File: config.mk
export PLATFORM = sky130hd
export DESIGN_NAME = tl_seq_monitor
export DESIGN_NICKNAME = d
export VERILOG_FILES = /design/src/rtl/tl_seq_monitor.sv
export SDC_FILE = /design/constraint.sdc
export NUM_CORES = 1
export LEC_CHECK = 0
export CAP_MARGIN = 20
export CORE_AREA = 2 2 58 60
export CTS_BUF_LIST = sky130_fd_sc_hd__clkbuf_4
export CTS_CLUSTER_SIZE = 10
export DETAILED_ROUTE_END_ITERATION = 16
export DIE_AREA = 0 0 60 62
export GPL_ROUTABILITY_DRIVEN = 0
export MAX_ROUTING_LAYER = met4
export PLACE_DENSITY = 0.65
export SYNTH_ARGS = -nofsm -noshare
export SYNTH_HDL_FRONTEND = slang
export SYNTH_SLANG_ARGS = --single-unit
export TNS_END_PERCENT = 10
File: constraint.sdc
create_clock -name clk -period 3 [get_ports clk]
set_input_delay 0.9 -clock clk [delete_from_list [all_inputs] [get_ports clk]]
set_output_delay 0.9 -clock clk [all_outputs]
set_load 0.02 [all_outputs]
File: src/rtl/tl_seq_monitor.sv
// Passive checker for traffic-light lamp outputs: decodes r/y/g, tracks the
// R->Y->G->R sequence and dwell times, and flags encoding/order/timing faults.
module tl_seq_monitor #(
    parameter int unsigned R_CYCLES = 1,
    parameter int unsigned Y_CYCLES = 1,
    parameter int unsigned G_CYCLES = 1,
    parameter int unsigned CNT_W    = 8
) (
    input  logic             clk,
    input  logic             rst,
    input  logic             r,
    input  logic             y,
    input  logic             g,
    output logic [1:0]       phase,
    output logic             err_onehot,
    output logic             err_order,
    output logic             err_dwell,
    output logic             err_sticky,
    output logic [CNT_W-1:0] cycle_cnt
);

    localparam logic [1:0] PH_IDLE = 2'd0;
    localparam logic [1:0] PH_RED  = 2'd1;
    localparam logic [1:0] PH_YEL  = 2'd2;
    localparam logic [1:0] PH_GRN  = 2'd3;

    localparam logic [CNT_W-1:0] R_REQ     = CNT_W'(R_CYCLES);
    localparam logic [CNT_W-1:0] Y_REQ     = CNT_W'(Y_CYCLES);
    localparam logic [CNT_W-1:0] G_REQ     = CNT_W'(G_CYCLES);
    localparam logic [CNT_W-1:0] DWELL_MAX = {CNT_W{1'b1}};
    localparam logic [CNT_W-1:0] ONE       = CNT_W'(1);

    logic [1:0]       phase_q, phase_d;
    logic [CNT_W-1:0] dwell_q, dwell_d;
    logic [CNT_W-1:0] cnt_q, cnt_d;
    logic             onehot_q, onehot_d;
    logic             order_q, order_d;
    logic             dwell_err_q, dwell_err_d;
    logic             sticky_q, sticky_d;

    logic [1:0]       lamp_ph;
    logic             lamp_dark;
    logic             lamp_ill;
    logic [1:0]       succ_ph;
    logic [CNT_W-1:0] req;

    always_comb begin
        lamp_ph   = PH_IDLE;
        lamp_dark = 1'b0;
        lamp_ill  = 1'b0;
        case ({r, y, g})
            3'b100:  lamp_ph   = PH_RED;
            3'b010:  lamp_ph   = PH_YEL;
            3'b001:  lamp_ph   = PH_GRN;
            3'b000:  lamp_dark = 1'b1;
            default: lamp_ill  = 1'b1;
        endcase
    end

    always_comb begin
        succ_ph = (phase_q == PH_GRN) ? PH_RED : phase_q + 2'd1;
        case (phase_q)
            PH_RED:  req = R_REQ;
            PH_YEL:  req = Y_REQ;
            PH_GRN:  req = G_REQ;
            default: req = '0;
        endcase
    end

    always_comb begin
        phase_d     = phase_q;
        dwell_d     = dwell_q;
        cnt_d       = cnt_q;
        onehot_d    = 1'b0;
        order_d     = 1'b0;
        dwell_err_d = 1'b0;
        if (phase_q == PH_IDLE) begin
            if (lamp_ill) begin
                onehot_d = 1'b1;
            end else if (!lamp_dark) begin
                phase_d = lamp_ph;
                dwell_d = ONE;
            end
        end else if (lamp_ill || lamp_dark) begin
            onehot_d = 1'b1;
        end else if (lamp_ph == phase_q) begin
            // Only the first over-long sample flags; later ones see dwell > req.
            dwell_err_d = (dwell_q == req);
            if (dwell_q != DWELL_MAX) dwell_d = dwell_q + ONE;
        end else if (lamp_ph == succ_ph) begin
            dwell_err_d = (dwell_q < req);
            if (phase_q == PH_GRN) cnt_d = cnt_q + ONE;
            phase_d = lamp_ph;
            dwell_d = ONE;
        end else begin
            order_d = 1'b1;
            phase_d = lamp_ph;
            dwell_d = ONE;
        end
        sticky_d = sticky_q | onehot_d | order_d | dwell_err_d;
    end

    always_ff @(posedge clk or posedge rst) begin
        if (rst) begin
            phase_q     <= PH_IDLE;
            dwell_q     <= '0;
            cnt_q       <= '0;
            onehot_q    <= 1'b0;
            order_q     <= 1'b0;
            dwell_err_q <= 1'b0;
            sticky_q    <= 1'b0;
        end else begin
            phase_q     <= phase_d;
            dwell_q     <= dwell_d;
            cnt_q       <= cnt_d;
            onehot_q    <= onehot_d;
            order_q     <= order_d;
            dwell_err_q <= dwell_err_d;
            sticky_q    <= sticky_d;
        end
    end

    assign phase      = phase_q;
    assign err_onehot = onehot_q;
    assign err_order  = order_q;
    assign err_dwell  = dwell_err_q;
    assign err_sticky = sticky_q;
    assign cycle_cnt  = cnt_q;

endmodule

==> results by group <==
Critical path
  – Most common cell type on the critical path: buf_4
  – Flop2flop setup slack: 580 ps
  – Crit start category: input port
  – Critical Path RT: 3230 ps
  – Slowest CP cell: clkdlybuf4s50_1
  – Critical Path End: cycle_cnt[5]
  – Worst Setup SP: r
  – RR Startpoint: phase[0]
  – CP Data Arrival Time: 2890 ps
  – Reg2reg end: cycle_cnt[5]
  – Max incr delay on CP: 440 ps
  – Crit path max fanout: 9
  – Reg2Reg Depth: 8
  – Cell chain of the critical path: clkdlybuf4s50_1 -> buf_4 -> nor3b_4 -> inv_2 -> a211oi_2 -> nor2_2 -> buf_4 -> nor4_1 -> xor2_1
  – Worst setup EP type: register
  – Crit path kind: in2reg

Power
  – Pwr Density: 455.5 mW/mm²
  – Pleak: 0.0007329 µW
  – Power Total: 738.6 µW
  – Peak VDD IR: 0.3150 mV

Detailed routing
  – Routed Wire Length: 2485 µm
  – Initial DRC Count: 35
  – Via/cell ratio: 5.049
  – DRC: 0
  – Antenna-violating nets left: 0
  – Drt pass-1 iters: 4
  – DR WL/cell: 12.24 µm
  – Via count: 1025

Outcome
  – Status: complete, no violations

Final layout
  – Layout net count: 169
  – Footprint of the multi-input gates: 713.2 µm²
  – Finished Core Util: 51.00%
  – Diodes inserted: 0
  – Register area: 550.5 µm²
  – Area grow syn2layout: 22.26%
  – Layout cells sized above 1: 15.92%
  – FILL cells: 292

Timing
  – Setup TNS: 0 ps
  – Final hold vios: 0
  – Unrepaired setup endpoints after global routing: no
  – Final-report setup violation count: 0
  – F_max: 376.7 MHz
  – Tmin final: 2654 ps
  – Layout Skew: 0.9467 ps
  – Post-route clock period utilization: 88.48%
  – Final WS setup: 345.5 ps
  – Relative slew margins: 71.60%
  – Worst-Margin Slew: 424.6 ps
  – Fin. max-slew vios: 0

Logic synthesis
  – Synth unique cells: 45
  – Post-Syn Area: 0.001326 mm²
  – Largest family of logic cells by synthesized area: simple AND/OR/NAND/NOR gates
  – Xor and xnor area share after synthesis: 10.57%
  – EDFF count, synth: 0
  – Ys Warns: 0
  – Post-Synth Adder-Cell Area: 6.415%
  – Synth Area in Compound Gates: 13.02%
  – Sequential area share after synthesis: 41.51%
  – Mux cell area share after synthesis: 1.604%
  – Syn nets: 141
  – FFs w/ async S/R, synth: 100.0%
  – Post-Synth Simple-Gate Area: 22.17%
  – Gate Count Post-Synth: 130
  – Most used flip-flop cell after synthesis: dfrtp_1
  – Number of synthesized register bits: 22
  – Syn_area_per_cell: 10.20 µm²

Clock network
  – Clk_lat worst skew: 300 ps
  – CTS tree: done
  – CTS buffer count: 3
  – Sink Count: 22
  – Hold Buf Count CTS: 0
  – Postcts setup bufs: 0
  – CTS root buf: clkbuf_4
  – H-tree depth: 1
  – Clock buffer depth: 2
  – Clock slew seen by the registers of the worst setup and hold paths: 120 ps
  – Post-CTS sizing: 0

Global routing
  – Global-route wire length before repair: 4167 µm
  – Pin count of the biggest net entering global routing: 23
  – Antenna violations before repair: 0
  – All-Layer GR Usage: 15.24%
  – Grt ovf: 0
  – Number of global-route vias before repair: 933

Place
  – DP Worst Slack: 21.99 ps
  – I/O Buffers: 18
  – Post-DP HPWL: 1885 µm

Die
  – Initial Utilization: 41.72%
  – Die footprint: 0.003720 mm²
  – CORE AREA: 0.003179 mm²
  – Vert. Die Dim: 62 µm
  – Row cnt: 21
  – I/O Pins: 19
  – Die width: 60 µm

Worst hold path
  – Worst Hold Class: reg2reg
  – Hold_sp: cycle_cnt[7]

Flow run
  – Maxcap violations: 0
-- kinds of logic after synthesis --
family | after synthesis
buffers and inverters | 11
XOR/XNOR | 16
flip-flops | 22
adder cells (fa/ha/maj) | 7
multiplexers | 2
AND/OR/NAND/NOR | 50
AO/OA/AOI/OAI | 22
-- registers in the layout, indices dropped and copies added, names as in the netlist --
name,cells
err_onehot,1
err_order,1
phase,2
err_sticky,1
cycle_cnt,8
err_dwell,1
dwell_q,8
-- cells in the mapped netlist, types with 2 or more instances --
master / n / area share, %
dfrtp_1: 22 / 42
xor2_1: 15 / 9.9
nor2_1: 13 / 3.7
nand2_1: 8 / 2.3
ha_1: 6 / 5.7
inv_1: 6 / 1.7
nor4_1: 5 / 2.4
a21oi_1: 4 / 1.5
and3_1: 4 / 1.9
nand4_1: 4 / 1.9
o21ai_0: 3 / 1.1
a211oi_2: 2 / 1.9
nand2b_1: 2 / 0.94
nand3_1: 2 / 0.75
nor3_1: 2 / 0.75
o22ai_1: 2 / 0.94
o32a_1: 2 / 1.5
-- layout make-up --
| cell class | count | share of cell area, % |
|---|---|---|
| clock buffer | 3 | 1.389 |
| clock inverter | 1 | 0.2315 |
| inverter | 7 | 1.620 |
| multi-input combinational | 97 | 43.98 |
| sequential | 22 | 33.95 |
| tap | 46 | 3.549 |
| timing repair buffer | 27 | 15.28 |
-- worst min-delay path by stage --
stage	cells past startpoint	slack, ps	endpoint
floorplan	1	480	dwell_q[0]
global placement	1	450	cycle_cnt[7]
detailed placement	1	460	cycle_cnt[7]
CTS	1	480	cycle_cnt[7]
global route	1	520	cycle_cnt[7]
finish	1	480	cycle_cnt[7]
-- cells in the final DEF, fill, tap and decap left out, drive strengths merged, types with 3 or more instances in the layout --
cell,synthesis,final
o32a,3,3
clkbuf,2,3
nand2,8,8
inv,7,7
a21oi,5,5
nand3,3,3
o21ai,3,3
dfrtp,22,22
ha,6,6
buf,2,9
nand4,4,4
nor2,15,15
clkdlybuf4s50,0,18
xor2,15,15
and3,5,5
nor4,5,5
-- critical path, delay by kind of cell --
family,cells,cell delay [ps]
xor+xnor,1,190
compound gates,1,300
simple gates,3,640
buf+inv,4,860
-- routing by layer --
metal  routed length [µm]  track usage, %  vias to the layer above
met1                 1225           19.46                      486
met2                 1171           24.84                       16
li1                     -               -                      521
met3                   75           3.727                        2
met5                    0               -                        -
met4                   12           2.857                        0
-- where the power goes --
part           switching [µW]  internal [µW]
clock                    87.3           48.6
sequential               35.8            322
combinational             129            115
-- per-stage QoR --
stage | hold WS [ps] | instances | instance area, µm²
detailed placement | 461.2 | 199 | 1595
floorplan | 483.2 | 130 | 1326
global placement | 451.9 | 199 | 1595
CTS | 482.4 | 203 | 1622
finish | 477.5 | 203 | 1622
global route | 519.2 | 203 | 1622
No activity file was read; power rests on OpenSTA's default activity.
